### config.mk
export PLATFORM = sky130hd
export DESIGN_NAME = fetch_unit
export DESIGN_NICKNAME = d
export VERILOG_FILES = /design/src/rtl/fetch_pkg.sv /design/src/rtl/fetch_queue.sv /design/src/rtl/fetch_unit.sv
export SDC_FILE = /design/constraint.sdc
export NUM_CORES = 1
export LEC_CHECK = 0
export ABC_AREA = 1
export BUFFER_PORTS_ARGS = -buffer_cell sky130_fd_sc_hd__buf_2
export CAP_MARGIN = 0
export CORE_MARGIN = 10
export CORE_UTILIZATION = 25
export CTS_BUF_LIST = sky130_fd_sc_hd__clkbuf_8
export CTS_CLUSTER_DIAMETER = 50
export DETAILED_ROUTE_END_ITERATION = 6
export HOLD_SLACK_MARGIN = 0.06
export PLACE_DENSITY = 0.52
export SLEW_MARGIN = 15
export SYNTH_ARGS = -nofsm -noshare
export SYNTH_HDL_FRONTEND = slang
export SYNTH_SLANG_ARGS = --single-unit
### constraint.sdc
create_clock -name clk -period 4.78 [get_ports clk]
set_clock_uncertainty 0.05 [all_clocks]
set_input_delay 0.956 -clock clk [delete_from_list [all_inputs] [get_ports clk]]
set_output_delay 0.956 -clock clk [all_outputs]
set_load 0.005 [all_outputs]
### src/rtl/fetch_pkg.sv
// Shared types and constants for the instruction fetch stage.
// Queue entries pair each instruction word with the address it was fetched from.
package fetch_pkg;

    typedef struct packed {
        logic [31:0] pc;
        logic [31:0] instr;
    } fetch_entry_t;

    localparam logic [31:0] RESET_VECTOR = 32'h0000_0100;
    localparam logic [31:0] NOP_INSTR    = 32'h6000_0000;

    // Instruction addresses are word aligned; low bits of a target are ignored.
    function automatic logic [31:0] align_word(input logic [31:0] addr);
        return {addr[31:2], 2'b00};
    endfunction

endpackage

### src/rtl/fetch_queue.sv
// Small synchronous FIFO of fetch entries with a single-cycle flush.
// Pointers carry an extra wrap bit so full and empty are distinguishable.
module fetch_queue
    import fetch_pkg::*;
#(
    parameter int DEPTH = 4
) (
    input  logic                     clk,
    input  logic                     reset,
    input  logic                     i_push,
    input  fetch_entry_t             i_data,
    input  logic                     i_pop,
    input  logic                     i_flush,
    output fetch_entry_t             o_head,
    output logic                     o_empty,
    output logic                     o_full,
    output logic [$clog2(DEPTH):0]   o_count
);

    localparam int AW = $clog2(DEPTH);

    fetch_entry_t r_mem [DEPTH];
    logic [AW:0]  r_wr_ptr;
    logic [AW:0]  r_rd_ptr;
    logic         w_do_push;
    logic         w_do_pop;

    assign o_count  = r_wr_ptr - r_rd_ptr;
    assign o_empty  = (r_wr_ptr == r_rd_ptr);
    assign o_full   = (r_wr_ptr[AW] != r_rd_ptr[AW]) &&
                      (r_wr_ptr[AW-1:0] == r_rd_ptr[AW-1:0]);
    assign o_head   = r_mem[r_rd_ptr[AW-1:0]];

    // A pop frees the slot in time for a push into a full queue on the same edge.
    assign w_do_pop  = i_pop && !o_empty && !i_flush;
    assign w_do_push = i_push && !i_flush && (!o_full || w_do_pop);

    always_ff @(posedge clk or posedge reset) begin
        if (reset) begin
            r_wr_ptr <= '0;
            r_rd_ptr <= '0;
        end else if (i_flush) begin
            r_wr_ptr <= '0;
            r_rd_ptr <= '0;
        end else begin
            if (w_do_push) r_wr_ptr <= r_wr_ptr + (AW+1)'(1);
            if (w_do_pop)  r_rd_ptr <= r_rd_ptr + (AW+1)'(1);
        end
    end

    always_ff @(posedge clk) begin
        if (w_do_push) r_mem[r_wr_ptr[AW-1:0]] <= i_data;
    end

endmodule

### src/rtl/fetch_unit.sv
// Instruction fetch stage: sequential word fetch with credit-limited requests,
// an instruction queue toward decode, and redirect handling that drops stale responses.
module fetch_unit
    import fetch_pkg::*;
#(
    parameter int          DEPTH    = 4,
    parameter logic [31:0] RESET_PC = RESET_VECTOR
) (
    input  logic                     clk,
    input  logic                     reset,
    output logic                     imem_req_valid,
    input  logic                     imem_req_ready,
    output logic [31:0]              imem_req_addr,
    input  logic                     imem_rsp_valid,
    input  logic [31:0]              imem_rsp_data,
    input  logic                     redirect_valid,
    input  logic [31:0]              redirect_pc,
    output logic                     dec_valid,
    input  logic                     dec_ready,
    output logic [31:0]              dec_instr,
    output logic [31:0]              dec_pc,
    output logic [$clog2(DEPTH):0]   occupancy
);

    localparam int CW = $clog2(DEPTH) + 1;

    logic [31:0]   r_fetch_pc;
    logic [31:0]   r_rsp_pc;
    logic [CW-1:0] r_outstanding;
    logic [CW-1:0] r_drop_cnt;

    logic [CW:0]   w_inflight;
    logic          w_fire;
    logic          w_drop;
    logic          w_push;
    logic          w_pop;
    logic          w_empty;
    logic          w_full;
    logic [CW-1:0] w_count;
    logic [31:0]   w_target;
    fetch_entry_t  w_head;
    fetch_entry_t  w_push_entry;

    // Handshakes: a transfer happens on a cycle where valid and ready are both high.
    // valid never depends on ready; a held request keeps its address until it fires,
    // and a redirect withdraws both the request and the decode offer for that cycle.
    assign w_inflight     = {1'b0, w_count} + {1'b0, r_outstanding};
    assign imem_req_valid = !reset && !redirect_valid && (w_inflight < (CW+1)'(DEPTH));
    assign imem_req_addr  = r_fetch_pc;
    assign w_fire         = imem_req_valid && imem_req_ready;

    // Responses are dropped in the redirect cycle itself and while stale ones remain.
    assign w_drop       = imem_rsp_valid && (redirect_valid || (r_drop_cnt != '0));
    assign w_push       = imem_rsp_valid && !w_drop && (!w_full || w_pop);
    assign w_push_entry = '{pc: r_rsp_pc, instr: imem_rsp_data};
    assign w_target     = align_word(redirect_pc);

    assign dec_valid = !w_empty && !redirect_valid;
    assign w_pop     = dec_valid && dec_ready;
    assign dec_instr = w_empty ? '0 : w_head.instr;
    assign dec_pc    = w_empty ? '0 : w_head.pc;
    assign occupancy = w_count;

    fetch_queue #(
        .DEPTH (DEPTH)
    ) u_queue (
        .clk     (clk),
        .reset   (reset),
        .i_push  (w_push),
        .i_data  (w_push_entry),
        .i_pop   (w_pop),
        .i_flush (redirect_valid),
        .o_head  (w_head),
        .o_empty (w_empty),
        .o_full  (w_full),
        .o_count (w_count)
    );

    always_ff @(posedge clk or posedge reset) begin
        if (reset) begin
            r_fetch_pc    <= RESET_PC;
            r_rsp_pc      <= RESET_PC;
            r_outstanding <= '0;
            r_drop_cnt    <= '0;
        end else begin
            // Every request in flight is counted, stale or not, so credit stays exact.
            if (w_fire && !imem_rsp_valid)
                r_outstanding <= r_outstanding + CW'(1);
            else if (!w_fire && imem_rsp_valid)
                r_outstanding <= r_outstanding - CW'(1);

            if (redirect_valid) begin
                r_fetch_pc <= w_target;
                r_rsp_pc   <= w_target;
                r_drop_cnt <= r_outstanding - CW'(imem_rsp_valid);
            end else begin
                if (w_fire)
                    r_fetch_pc <= r_fetch_pc + 32'd4;
                if (w_push)
                    r_rsp_pc <= r_rsp_pc + 32'd4;
                if (imem_rsp_valid && (r_drop_cnt != '0))
                    r_drop_cnt <= r_drop_cnt - CW'(1);
            end
        end
    end

endmodule

==> results.sh, run 1 <==
export IMPL_status="finished clean"
export IMPL_multiInputGateArea_sq_um=4880
export IMPL_ys_async_sr_fraction=0.225
export IMPL_pre_cts_slack_ns=0.871
export IMPL_post_route_period_util=0.869
export IMPL_setup_viol_count_final=0
export IMPL_synthToLayoutAreaGrowth_pct=18.2
export IMPL_synthFlopType="edfxtp_1"
export IMPL_dp_cells=2396
export IMPL_antenna_found_initial=0
export IMPL_fmax_ghz=0.241
export IMPL_critPathLaunchType="flip-flop"
export IMPL_cts_max_path_buffers=3
export IMPL_slowest_delay_ns=0.71
export IMPL_grt_pass1_wl_mm=65.9
export IMPL_routed_via_count=11200
export IMPL_slew_headroom=0.386
export IMPL_layout_cells_non_filler=2496
export IMPL_dr_pass1_iters=5
export IMPL_via_per_inst=4.48
export IMPL_ys_ff_latch=320
export IMPL_critPathArrivalTime_ns=3.15
export IMPL_ctsHoldBuffers=0
export IMPL_fin_nets=1766
export IMPL_p_leak_nw=6.98
export IMPL_cts_made_buffers=53
export IMPL_core_sq_um=58800
export IMPL_grt_ovfl_total=0
export IMPL_grt_max_degree=105
export IMPL_grt_pass1_vias=11100
export IMPL_initial_core_util=0.252
export IMPL_syn_area_per_cell_sq_um=9.82
export IMPL_die_x_um=263
export IMPL_ys_seq_area_frac=0.625
export IMPL_yosys_warnings=0
export IMPL_hold_viol=0
export IMPL_ys_types=46
export IMPL_min_path_type="input port to async pin"
export IMPL_cpMaxStageDelayCell="buf_4"
export IMPL_dieHeight_um=263
export IMPL_final_antenna_net_count=0
export IMPL_cts_sinks=320
export IMPL_ctsResizeCount=0
export IMPL_worst_pin_slew_ns=0.921
export IMPL_grt_util_all_layers=0.120
export IMPL_drv_slew=0
export IMPL_dpl_hpwl_mm=27.5
export IMPL_fill_cells=6168
export IMPL_crit_chain="buf_4 -> buf_4 -> nor2_1 -> nor2_1 -> o21ai_0 -> a21oi_1 -> buf_2"
export IMPL_cts_tree="done"
export IMPL_synth_cells=1508
export IMPL_powerDensity_nw_per_um2=415
export IMPL_htree_levels=2
export IMPL_vdd_ir_drop_max_v=0.000187
export IMPL_regArea_sq_um=9260
export IMPL_rsz0062_at_grt="false"
export IMPL_startpoint="u_queue.r_rd_ptr[0]"
export IMPL_critical_path_required_ns=3.77
export IMPL_synth_edf_count=248
export IMPL_cp_max_fo=64
export IMPL_final_core_util=0.297
export IMPL_insertion_delay_ns=0.60
export IMPL_clk_pin_slew_ns=0.06
export IMPL_drtIter0Drc=712
export IMPL_r2r_start="u_queue.r_wr_ptr[0]"
export IMPL_endpoint_kind="output pin"
export IMPL_worstSetupPathType="flip-flop to output pin"
export IMPL_ioPinCount=171
export IMPL_cp_buffers_inverters=3
export IMPL_numPortBuffers=164
export IMPL_cts_root_buf="clkbuf_8"
export IMPL_gp_congestion=0.871
export IMPL_post_cts_buffers=0
export IMPL_syn_cell_area_sq_um=14800
export IMPL_max_cap_violations=0
export IMPL_drive_gt1_frac=0.172
export IMPL_routed_wl_mm=42.7
export IMPL_die_area_sq_um=69300
export IMPL_rows=89
export IMPL_wl_per_cell_um=17.1
export IMPL_drc=0
export IMPL_crit_family="buffers and inverters"
export IMPL_fin_ws_ns=0.628
export IMPL_period_needed_ns=4.15
-- layout make-up --
type                    instances  area share
diodes                          1    0.000143
repair buffers                181      0.0578
clock buffers                  55      0.0433
clock inverters                44      0.0129
inverters                     103      0.0222
multi-input cells            1019       0.279
well taps                     773      0.0553
flip-flops and latches        320       0.529
-- synthesized netlist by cell type (3+ instances only) --
master	instances	area [sq um]
a21oi_1	69	345
buf_1	12	45.0
buf_2	15	75.1
buf_4	7	52.6
buf_6	3	33.8
clkbuf_1	32	120
clkinv_1	5	18.8
dfrtp_1	70	1750
edfxtp_1	248	7450
ha_1	16	200
inv_1	89	334
inv_2	8	30.0
nand2_1	254	953
nand2_2	8	50.1
nand3_1	95	475
nand3_2	3	30.0
nand3b_1	8	60.1
nand4_1	12	75.1
nor2_1	314	1180
nor2_2	9	56.3
nor3_1	8	40.0
o211ai_1	9	67.6
o21ai_0	144	721
o21ai_1	13	65.1
xnor2_1	10	87.6
xor2_1	21	184
-- layer usage --
layer  track usage  vias up  routed length [um]
li1              -     5425                   -
met5             0        -                   0
met4        0.0289        0                 678
met1         0.167     5364               20400
met2         0.178      348               18300
met3        0.0345       52                3270
-- cells by family (layout without fill, tap and decap cells) --
logic type | count (synthesis) | after routing | synth area share
and+or+nand+nor | 725 | 725 | 0.208
DFF | 320 | 320 | 0.625
AOI/OAI and AO/OA | 241 | 241 | 0.0839
buffers and inverters | 172 | 383 | 0.0483
xor gates and xnor gates | 31 | 31 | 0.0183
adders and majority gates | 18 | 18 | 0.0162
other | 1 | 5 | 0.000253
-- final timing paths --
| path | slack [ns] | end | depth (start not counted) |
|---|---|---|---|
| min reg2reg | 0.48 | r_outstanding[2] | 1 |
| max in group asynchronous | 3.20 | imem_req_addr[18] | 3 |
| max reg2reg | 0.86 | r_outstanding[2] | 15 |
| max | 0.63 | dec_instr[0] | 7 |
| min in group clk | 0.48 | r_outstanding[2] | 1 |
| min | 0.35 | r_outstanding[2] | 2 |
-- flip-flops by register name, indices dropped and copies added (netlist names) --
name and cells:
imem_req_addr 30, r_drop_cnt 3, r_outstanding 3, r_rsp_pc 30
u_queue.r_mem 248, u_queue.r_rd_ptr 3, u_queue.r_wr_ptr 3
-- power by group --
group | total [W] | switching (W) | internal, W | leakage (nW)
clock | 0.00226 | 0.00113 | 0.00113 | 0.577
sequential | 0.00344 | 0.000234 | 0.00320 | 3.11
combinational | 0.00156 | 0.00104 | 0.000521 | 3.30
total | 0.00727 | 0.00241 | 0.00486 | 6.98
-- layout by cell type (no fill, tap or decap), types with 2 or more instances in the layout --
cell type	n
nor3_1	8
nand2_2	8
dfstp_2	2
nand3_1	95
inv_1	106
nor2_2	8
nand3b_1	8
ha_1	16
nor2_4	7
or2_0	2
xnor2_1	10
edfxtp_1	248
buf_12	5
o21ai_1	13
clkbuf_8	55
buf_2	164
nor2_1	310
nand3_2	3
o21bai_1	2
o211ai_1	9
xor2_1	21
inv_6	2
and3_1	2
o21ai_0	144
nand2_1	254
clkinv_1	18
a21oi_1	69
conb_1	4
inv_2	9
fa_1	2
nand4_1	12
dfrtp_1	68
buf_4	12
clkinv_2	9
-- worst register-to-register path, cell delays in order (launching register included) --
cell and delay, ns:
dfrtp_1 0.40, inv_1 0.15, ha_1 0.17, inv_1 0.05
fa_1 0.37, xnor2_1 0.22, ha_1 0.27, nor2_1 0.16
nand4_2 0.44, inv_2 0.49, ha_1 0.22, inv_1 0.07
fa_1 0.38, a21oi_1 0.14, o21ai_0 0.11, xnor2_1 0.13
-- through the flow --
stage | power, W | setup TNS (ns) | area [sq um] | hold WS [ns]
2_1_floorplan | 0.00435 | -22.78 | 14800 | 0.442
3_3_place_gp | 0.00506 | 0 | 16500 | 0.470
3_5_place_dp | 0.00509 | 0 | 16500 | 0.475
4_1_cts | 0.00739 | 0 | 17500 | 0.336
5_1_grt | 0.00774 | 0 | 17500 | 0.358
6_report | 0.00727 | 0 | 17500 | 0.354
Power figures use the tool's default switching activity.
==> inputs of run 2 (changes only) <==
--- a/config.mk
+++ b/config.mk
@@ -15,6 +15,7 @@
 export DETAILED_ROUTE_END_ITERATION = 6
 export HOLD_SLACK_MARGIN = 0.06
 export PLACE_DENSITY = 0.52
+export RECOVER_POWER = 50
 export SLEW_MARGIN = 15
 export SYNTH_ARGS = -nofsm -noshare
 export SYNTH_HDL_FRONTEND = slang
==> results.sh, run 2 (same netlist as run 1, synthesis figures left out) <==
export IMPL_cts_sinks=320
export IMPL_setup_tns_ns=0
export IMPL_drive_gt1_frac=0.134
export IMPL_slew_headroom=-0.419
export IMPL_seq_power_share=0.474
export IMPL_violations="max-capacitance violations, max-slew violations"
export IMPL_min_path_type="flip-flop to flip-flop"
export IMPL_status="finished with violations"
export IMPL_endpoint_kind="output pin"
export IMPL_ioPinCount=171
export IMPL_p_int_w=0.00484
export IMPL_drtIter0Drc=685
export IMPL_grt_util_all_layers=0.120
export IMPL_critical_path_required_ns=3.77
export IMPL_powerDensity_nw_per_um2=417
export IMPL_period_needed_ns=4.17
export IMPL_grt_pass1_vias=11100
export IMPL_numPortBuffers=164
export IMPL_dr_pass1_iters=5
export IMPL_cts_tree="done"
export IMPL_cts_made_buffers=53
export IMPL_final_antenna_net_count=0
export IMPL_htree_levels=2
export IMPL_die_area_sq_um=69300
export IMPL_grt_max_degree=105
export IMPL_final_cell_mix="312 x nor2_1, 254 x nand2_1, 248 x edfxtp_1, 145 x o21ai_0, 107 x inv_1"
export IMPL_worst_pin_slew_ns=2.13
export IMPL_p_leak_nw=6.81
export IMPL_multiInputGateArea_sq_um=4870
export IMPL_rows=89
export IMPL_critPathLaunchType="flip-flop"
export IMPL_final_common_cell="nor2_1"
export IMPL_layout_cells_non_filler=2495
export IMPL_netSwitchingPower_w=0.00241
export IMPL_dpl_hpwl_mm=27.5
export IMPL_cts_max_path_buffers=3
export IMPL_die_x_um=263
export IMPL_cts_root_buf="clkbuf_8"
export IMPL_drv_slew=46
export IMPL_largest_register_ff_count=248
export IMPL_fill_cells=6202
export IMPL_fmax_ghz=0.240
export IMPL_dieHeight_um=263
export IMPL_worstSetupPathType="flip-flop to output pin"
export IMPL_routed_wl_mm=42.4
export IMPL_vdd_ir_drop_max_v=0.000189
export IMPL_drc=0
export IMPL_rsz0062_at_grt="false"
export IMPL_cp_max_fo=64
export IMPL_critPathArrivalTime_ns=3.16
export IMPL_grt_pass1_wl_mm=65.9
export IMPL_regArea_sq_um=9260
export IMPL_gp_congestion=0.871
export IMPL_hold_viol=0
export IMPL_initial_core_util=0.252
export IMPL_fin_nets=1766
export IMPL_ctsHoldBuffers=0
export IMPL_p_clk_frac=0.313
export IMPL_wl_per_cell_um=17.0
export IMPL_n_antenna_cell=0
export IMPL_insertion_delay_ns=0.61
export IMPL_comb_power_share=0.213
export IMPL_antenna_found_initial=0
export IMPL_max_cap_violations=1
export IMPL_post_route_period_util=0.872
export IMPL_grt_ovfl_total=0
export IMPL_via_per_inst=4.49
export IMPL_swShare=0.332
export IMPL_setup_viol_count_final=0
export IMPL_ctsResizeCount=0
export IMPL_post_cts_buffers=0
export IMPL_dp_cells=2396
export IMPL_synthToLayoutAreaGrowth_pct=17.5
export IMPL_clk_pin_slew_ns=0.06
export IMPL_core_sq_um=58800
export IMPL_routed_via_count=11200
-- run 2: cell count changes in the layout (fill, tap and decap cells not counted), sizes merged --
cell / delta
buf: -64
clkbuf: +64
diode: -1
-- run 2: power groups by stage --
stage               Combinational, W  Clock, W  Sequential [W]
finish                       0.00154   0.00227         0.00344
global placement             0.00158         0         0.00348
floorplan                   0.000942         0         0.00341
detailed placement           0.00160         0         0.00349
global route                 0.00177   0.00248         0.00347
CTS                          0.00161   0.00235         0.00344
-- run 2: cell type report --
| class | count | share of cell area |
|---|---|---|
| flip-flops and latches | 320 | 0.532 |
| inverters | 103 | 0.0224 |
| multi-input cells | 1019 | 0.280 |
| well taps | 773 | 0.0556 |
| clock inverters | 44 | 0.0130 |
| repair buffers | 181 | 0.0533 |
| clock buffers | 55 | 0.0435 |
-- run 2: metal layers --
| metal | track usage | part of all wire | vias to the layer above |
|---|---|---|---|
| met5 | 0 | 0 | - |
| met4 | 0.0289 | 0.017 | 0 |
| met2 | 0.178 | 0.43 | 353 |
| li1 | - | - | 5425 |
| met3 | 0.0345 | 0.077 | 60 |
| met1 | 0.167 | 0.48 | 5371 |
-- run 2: path summary, 6_finish.rpt --
| kind | startpoint | end | slack (ns) | depth (start not counted) |
|---|---|---|---|---|
| setup / recovery | u_queue.r_rd_ptr[0] | dec_instr[0] | 0.61 | 7 |
| hold / removal | r_outstanding[2] | r_outstanding[2] | 0.48 | 1 |
| setup reg to reg | u_queue.r_wr_ptr[0] | r_outstanding[2] | 0.87 | 15 |
| hold reg to reg | r_outstanding[2] | r_outstanding[2] | 0.48 | 1 |
| max in group asynchronous | reset | imem_req_addr[18] | 2.25 | 3 |
| min in group asynchronous | reset | r_outstanding[2] | 0.52 | 2 |
-- run 2: through the flow --
| stage | setup slack, ns | hold WS [ns] | cell area [sq um] | power, W | util |
|---|---|---|---|---|---|
| after floorplan | -0.0919 | 0.442 | 14800 | 0.00435 | - |
| after global placement | 0.820 | 0.470 | 16500 | 0.00506 | 0.281 |
| after detailed placement | 0.871 | 0.475 | 16500 | 0.00509 | 0.281 |
| after CTS | 0.554 | 0.336 | 17500 | 0.00739 | 0.297 |
| after global routing | 0.344 | 0.516 | 17400 | 0.00772 | 0.296 |
| final | 0.613 | 0.481 | 17400 | 0.00725 | 0.296 |
-- run 2: worst max-delay path, stage by stage, from the launching register on --
cell and delay [ns]:
dfrtp_4 0.42, buf_4 0.55, buf_4 0.70, nor2_1 0.12, nor2_1 0.10, o21ai_0 0.09
a21oi_1 0.27, buf_2 0.17
